--- config.mk ---
export PLATFORM = sky130hd
export DESIGN_NAME = serial_adder
export DESIGN_NICKNAME = d
export VERILOG_FILES = /design/src/rtl/serial_adder_pkg.sv /design/src/rtl/fa.sv /design/src/rtl/ha.sv /design/src/rtl/serial_adder.sv
export SDC_FILE = /design/constraint.sdc
export NUM_CORES = 1
export LEC_CHECK = 0
export CAP_MARGIN = 20
export CORE_MARGIN = 5
export CORE_UTILIZATION = 40
export DETAILED_ROUTE_END_ITERATION = 7
export PLACE_DENSITY_LB_ADDON = 0.08
export SLEW_MARGIN = 20
export SYNTH_ARGS = -nofsm -noshare
export SYNTH_HDL_FRONTEND = slang
export SYNTH_SLANG_ARGS = --single-unit
export TNS_END_PERCENT = 1
--- constraint.sdc ---
create_clock -name clk -period 5.1 [get_ports clk]
set_clock_uncertainty 0.2 [all_clocks]
set_input_delay 0.765 -clock clk [delete_from_list [all_inputs] [get_ports clk]]
set_output_delay 0.765 -clock clk [all_outputs]
set_load 0.005 [all_outputs]
--- src/rtl/serial_adder_pkg.sv ---
// ---------------------------------------------------------------------------
// serial_adder_pkg
// Shared types and constants for the bit-serial adder.
//   sa_state_t       : controller state encoding (IDLE, RUN, DONE)
//   SA_DEFAULT_WIDTH : default operand/sum width in bits
// ---------------------------------------------------------------------------
package serial_adder_pkg;

  typedef enum logic [1:0] {
    IDLE = 2'd0,
    RUN  = 2'd1,
    DONE = 2'd2
  } sa_state_t;

  localparam int SA_DEFAULT_WIDTH = 8;

endpackage

--- src/rtl/fa.sv ---
// ---------------------------------------------------------------------------
// fa
// Combinational full adder built from two half adders and an OR gate.
//   a, b : operand bits
//   ci   : carry in
//   s    : sum bit   (a ^ b ^ ci)
//   co   : carry out ((a & b) | ((a ^ b) & ci))
// ---------------------------------------------------------------------------
module fa (
  input  logic a,
  input  logic b,
  input  logic ci,
  output logic s,
  output logic co
);

  logic p;   // propagate: a ^ b
  logic g0;  // generate from the operand pair
  logic g1;  // carry produced by propagating ci

  ha u_ha0 (
    .x (a),
    .y (b),
    .s (p),
    .c (g0)
  );

  ha u_ha1 (
    .x (p),
    .y (ci),
    .s (s),
    .c (g1)
  );

  // The two half-adder carries can never both be 1, so OR is sufficient.
  assign co = g0 | g1;

endmodule

--- src/rtl/ha.sv ---
// ---------------------------------------------------------------------------
// ha
// Combinational half adder.
//   x, y : input bits
//   s    : sum bit   (x ^ y)
//   c    : carry bit (x & y)
// ---------------------------------------------------------------------------
module ha (
  input  logic x,
  input  logic y,
  output logic s,
  output logic c
);

  assign s = x ^ y;
  assign c = x & y;

endmodule

--- src/rtl/serial_adder.sv ---
// ---------------------------------------------------------------------------
// serial_adder
// Bit-serial WIDTH-bit adder: one full-adder cell reused WIDTH times, LSB
// first. Operands are taken over an in_valid/in_ready handshake, the result
// is returned over an out_valid/out_ready handshake.
//
// Ports:
//   clk        : clock, rising edge
//   rst        : asynchronous active-high reset
//   in_valid   : a, b, cin are valid
//   in_ready   : ready to accept operands (IDLE only)
//   a, b       : WIDTH-bit operands
//   cin        : carry in
//   out_valid  : sum/cout valid (DONE only)
//   out_ready  : consumer takes the result
//   sum        : registered a + b + cin mod 2^WIDTH
//   cout       : registered carry out of bit WIDTH-1
//   busy       : high in RUN or DONE
// ---------------------------------------------------------------------------
module serial_adder
  import serial_adder_pkg::*;
#(
  parameter int WIDTH = SA_DEFAULT_WIDTH
) (
  input  logic             clk,
  input  logic             rst,
  input  logic             in_valid,
  output logic             in_ready,
  input  logic [WIDTH-1:0] a,
  input  logic [WIDTH-1:0] b,
  input  logic             cin,
  output logic             out_valid,
  input  logic             out_ready,
  output logic [WIDTH-1:0] sum,
  output logic             cout,
  output logic             busy
);

  localparam int CW = $clog2(WIDTH);
  localparam logic [CW-1:0] LAST_BIT = CW'(WIDTH - 1);

  sa_state_t        state_reg;
  logic [CW-1:0]    cnt_reg;
  logic [WIDTH-1:0] a_sr_reg;
  logic [WIDTH-1:0] b_sr_reg;
  logic [WIDTH-1:0] sum_reg;
  logic             carry_reg;
  logic             cout_reg;

  logic             fa_s;
  logic             fa_c;

  // The single shared adder cell always looks at the current LSBs.
  fa u_fa (
    .a  (a_sr_reg[0]),
    .b  (b_sr_reg[0]),
    .ci (carry_reg),
    .s  (fa_s),
    .co (fa_c)
  );

  always_ff @(posedge clk or posedge rst) begin
    if (rst) begin
      state_reg <= IDLE;
      cnt_reg   <= '0;
      a_sr_reg  <= '0;
      b_sr_reg  <= '0;
      sum_reg   <= '0;
      carry_reg <= 1'b0;
      cout_reg  <= 1'b0;
    end else begin
      case (state_reg)
        IDLE: begin
          if (in_valid) begin
            a_sr_reg  <= a;
            b_sr_reg  <= b;
            carry_reg <= cin;
            cnt_reg   <= '0;
            state_reg <= RUN;
          end
        end

        RUN: begin
          a_sr_reg  <= a_sr_reg >> 1;
          b_sr_reg  <= b_sr_reg >> 1;
          // New sum bits enter at the MSB; after WIDTH shifts bit 0 of the
          // result has reached position 0.
          sum_reg   <= {fa_s, sum_reg[WIDTH-1:1]};
          carry_reg <= fa_c;
          if (cnt_reg == LAST_BIT) begin
            cout_reg  <= fa_c;
            state_reg <= DONE;
          end else begin
            cnt_reg <= cnt_reg + 1'b1;
          end
        end

        DONE: begin
          if (out_ready) begin
            state_reg <= IDLE;
          end
        end

        default: begin
          state_reg <= IDLE;
        end
      endcase
    end
  end

  // Handshake outputs depend on the state register only.
  assign in_ready  = (state_reg == IDLE);
  assign out_valid = (state_reg == DONE);
  assign busy      = (state_reg == RUN) || (state_reg == DONE);
  assign sum       = sum_reg;
  assign cout      = cout_reg;

endmodule

## Word level (Yosys, flattened, before mapping)

Index checks and enable logic that the tools add are counted.

| word-level totals | value |
|---|---|
| input bits | 21 |
| flip-flop bits (word level) | 31 |

| cells by class | value |
|---|---|
| equality and inequality tests | 7 |
| reductions and logical operators | 7 |
| add/sub/neg operators | 1 |
| multiplexer cells | 13 |
| bitwise gates (word level) | 5 |

Operators with widths:

| operator | count |
|---|---|
| $pmux 8 s2 | 2 |
| $mux 8 | 2 |
| $mux 2 | 3 |
| $mux 3 | 2 |
| $ne 2x2->1 const B | 3 |
| $pmux 2 s3 | 1 |
| $pmux 3 s2 | 1 |
| $reduce_and 3->1 | 2 |
| $reduce_and 2->1 | 2 |
| $add 3x1->3 const B | 1 |
| $eq 3x3->1 const B | 1 |
| $and 1x1->1 | 2 |
| $eq 2x1->1 const B | 1 |
| $eq 2x2->1 const B | 1 |
| $logic_not 2->1 | 1 |
| $ne 2x1->1 const B | 1 |
| $pmux 1 s2 | 1 |
| $reduce_bool 2->1 | 1 |
| $xor 1x1->1 | 2 |
| $logic_or 1x1->1 | 1 |
| $mux 1 | 1 |
| $or 1x1->1 | 1 |

## Depth between registers and ports, before layout

| logic depth | value |
|---|---|
| depth after elaboration | 4 |
| gate-level depth with buffers | 6 |
| depth with buffers taken out | 5 |

## Cells and area by module

A second synthesis with hierarchy kept.

| unflattened totals | value |
|---|---|
| cells, all modules | 129 |
| area, all modules | 1,511.4 µm² |

Modules (own cells, without submodules):

| module | area an instance (µm²) | cells an instance | instances | sequential area each (µm²) |
|---|---|---|---|---|
| serial_adder | 1,480.2 | 126 | 1 | 775.7 |
| ha | 12.5 | 1 | 2 | 0.0 |
| fa | 6.3 | 1 | 1 | 0.0 |

## Least setup slack after synthesis

OpenSTA, ideal clock, no wires.

| path | value |
|---|---|
| kind | input -> register |
| start | input port in_valid |
| end | register state_reg[0] |
| data required time | 4.772 ns |
| path buffers | 0 |
| arrival | 1.479 ns |
| stages | 3 |
| slack | 3.293 ns |
| path through | and2b_4 a221oi_2 mux2_1 |

| on the way | value |
|---|---|
| cells in the longest elaborated chain, start to end | 2 |

Ends and longest elaborated chain:

| what | RTL line | text |
|---|---|---|
| start, declared | serial_adder.sv:27 | `input logic in_valid,` |
| $ne 2x2->1 (no source line) | n/a |  |
| $reduce_and 3->1 (no source line) | n/a |  |
| end signal, assigned | serial_adder.sv:64 | `state_reg <= IDLE;` |
| end signal, assigned | serial_adder.sv:79 | `state_reg <= RUN;` |
| end signal, assigned | serial_adder.sv:92 | `state_reg <= DONE;` |
| end, declared | serial_adder.sv:42 | `sa_state_t state_reg;` |

Every way passes these cells.
A chain may end at the register's enable or synchronous reset.

## Worst setup path after layout

| path | value |
|---|---|
| start | register state_reg[1] |
| end | output port in_ready |

| on the way | value |
|---|---|
| cells in the longest elaborated chain, start to end | 1 |

Ends and longest elaborated chain:

| what | RTL line | text |
|---|---|---|
| $logic_not 2->1 | serial_adder.sv:112 | `assign in_ready = (state_reg == IDLE);` |
| end, declared | serial_adder.sv:28 | `output logic in_ready,` |

Every way passes these cells.

==> results.cfg <==
[job]
max-cap-violations = 0

[route]
firstDrtPassIters = 2
met3_length_um = 135
final_antenna_net_count = 0
drc = 0
post_drt_wl_per_cell_um = 12.4
vias = 1010
drt-met1-wl_um = 1170
routed_wl_um = 2610
vias_per_cell = 4.81
wl_met2_um = 1270
first_iter_violations = 82
highest_layer = met4

[outcome]
status = completed

[yosys]
syn_inst = 127
synth.distinct_cells = 21
ys_seq_area_share_pct = 51.7
yosysWarnings = 0
syn-cell-area_um2 = 1500
syn-num-nets = 155
syn_avg_cell_area_um2 = 11.8
synth-seq-cells = 31

[worst_setup_path]
cp.arrival_ps = 1620
required_ps = 4140
critPathKind = flip-flop to output port
crit_fanout = 4
cp_slowest_stage_delay_ps = 550
slowest_stage = clkdlybuf4s50_1
path_cells = inv_1 > ha_1 > clkdlybuf4s50_1
crit_path_start_kind = flip-flop
endpoint_kind = output port

[place]
post-place-ws_ps = 2580
portBuffers = 32
dp.cells = 202
postPlaceCellArea_um2 = 1840
dpl.hpwl_um = 1830
gp_congestion = 0.687

[sta]
period_needed_ps = 2580
setup_violations = 0
setup_slack_ps = 2520
fin_crit_sh_pct = 50.7
final_hold_viol_count = 0
maxSlewViolCount = 0
finalSetupTns_ps = 0
max_freq_ghz = 0.387
rsz0062_at_grt = no
worstMarginPinSlew_ps = 930
slew_headroom_pct = 36.7
hold_slack_ps = 285

[floorplanning]
num_rows = 22
start_util_pct = 41.0
die_h_um = 71.2
die_x_um = 71.2
die-area_um2 = 5080
io_pins = 33
core_um2 = 3660

[power]
cellPowerDensity_nw_per_um2 = 597
ir_drop_uv = 320
leakage_nw = 0.843

[clock_network]
cts_buffer_depth = 2
cts_resized = 0
cts_root_buffer = clkbuf_8
cts_tree = done
htreeDepth = 2
post_cts_buffers = 0
cts.sinks = 31
clock_latency_ps = 280
cts_buffers = 5
hold_buffers = 0
cts.reportedPaths.clkPinSlew_ps = 70

[global_routing]
grt.total_usage_pct = 12.2
grt_max_degree = 38
antenna_found_initial = 0
grt_pass1_wl_um = 4910
grt_pass1_vias = 1131
grt_remaining_overflow = 0

[cells_and_area]
layout.nets = 189
antenna_cells = 0
final_cells = 210
final_area_um2 = 1930
drive_gt1_share_pct = 10.5
syn_to_final_growth_pct = 28.8

[hold_path]
hold_class = flip-flop to flip-flop
stage by stage:
| step | utilization, % | total power, mW |
|---|---|---|
| 2_1_floorplan | - | 0.823 |
| 3_3_place_gp | 50.3 | 0.964 |
| 3_5_place_dp | 50.3 | 0.989 |
| 4_1_cts | 52.8 | 1.18 |
| 5_1_grt | 52.8 | 1.27 |
| 6_report | 52.8 | 1.15 |
cell families after synthesis:
kind of cell    Yosys count  synth area share, %
buf+inv                  11                 4.42
fa+ha+maj                 7                 6.34
mux                      27                 19.8
compound gates           24                 9.42
flops                    31                 51.7
simple gates             27                 8.34
power by group:
group | internal [mW] | total (mW) | switching (mW)
clock network | 0.0947 | 0.186 | 0.0916
registers | 0.366 | 0.438 | 0.0722
logic | 0.287 | 0.529 | 0.241
final cells by class:
type	instances	area, um2
clock inverters	3	20.0
multi-input cells	85	661
inverters	5	18.8
repair buffers	33	328
clock buffers	5	68.8
fillers	333	1730
well taps	48	60.1
flip-flops and latches	31	776
synth_stat cells:
cell type,instances,area [um2]
mux2i_1,15,150
buf_6,2,22.5
o21ai_0,3,15.0
ha_1,6,75.1
dfrtp_1,31,776
mux2_1,11,124
inv_1,4,15.0
nand2_1,21,78.8
buf_2,2,10.0
nand2b_2,2,17.5
or2_2,1,6.26
buf_4,1,7.51
fa_1,1,20.0
clkbuf_4,1,7.51
a22o_1,3,26.3
and2b_4,1,10.0
a221oi_2,1,15.0
o21ai_1,17,85.1
inv_2,1,3.75
nand2b_1,2,12.5
mux2i_4,1,22.5
worst paths after layout:
check	slack, ps	cells after the start	to	start
max reg2reg	2730	4	cnt_reg[1]	state_reg[1]
min reg2reg	280	2	a_sr_reg[2]	a_sr_reg[2]
min in group asynchronous	680	3	sum[4]	rst
max	2520	3	in_ready	state_reg[1]
min	280	2	a_sr_reg[2]	a_sr_reg[2]
max in group asynchronous	3730	3	state_reg[1]	rst
worst max-delay path, delay by kind of cell, from the launching register on:
kind	cells	cell delay [ps]
adders and majority gates	1	290
buffers and inverters	2	670
DFF	1	390
routing by layer:
layer | track usage (%) | vias up
met3 | 4.35 | 5
met4 | 4.38 | 0
met2 | 19.9 | 22
li1 | - | 500
met5 | 0 | -
met1 | 14.8 | 483
placed cells by master (no fill, tap or decap), types with 3 or more instances in the layout:
| cell type | instances |
|---|---|
| ha_1 | 5 |
| clkdlybuf4s50_1 | 32 |
| a22o_1 | 3 |
| mux2i_1 | 15 |
| inv_1 | 4 |
| dfrtp_1 | 31 |
| mux2_1 | 11 |
| clkbuf_8 | 5 |
| o21ai_1 | 17 |
| o21ai_0 | 3 |
| nand2_1 | 21 |
No activity file was read; power rests on OpenSTA's default activity.
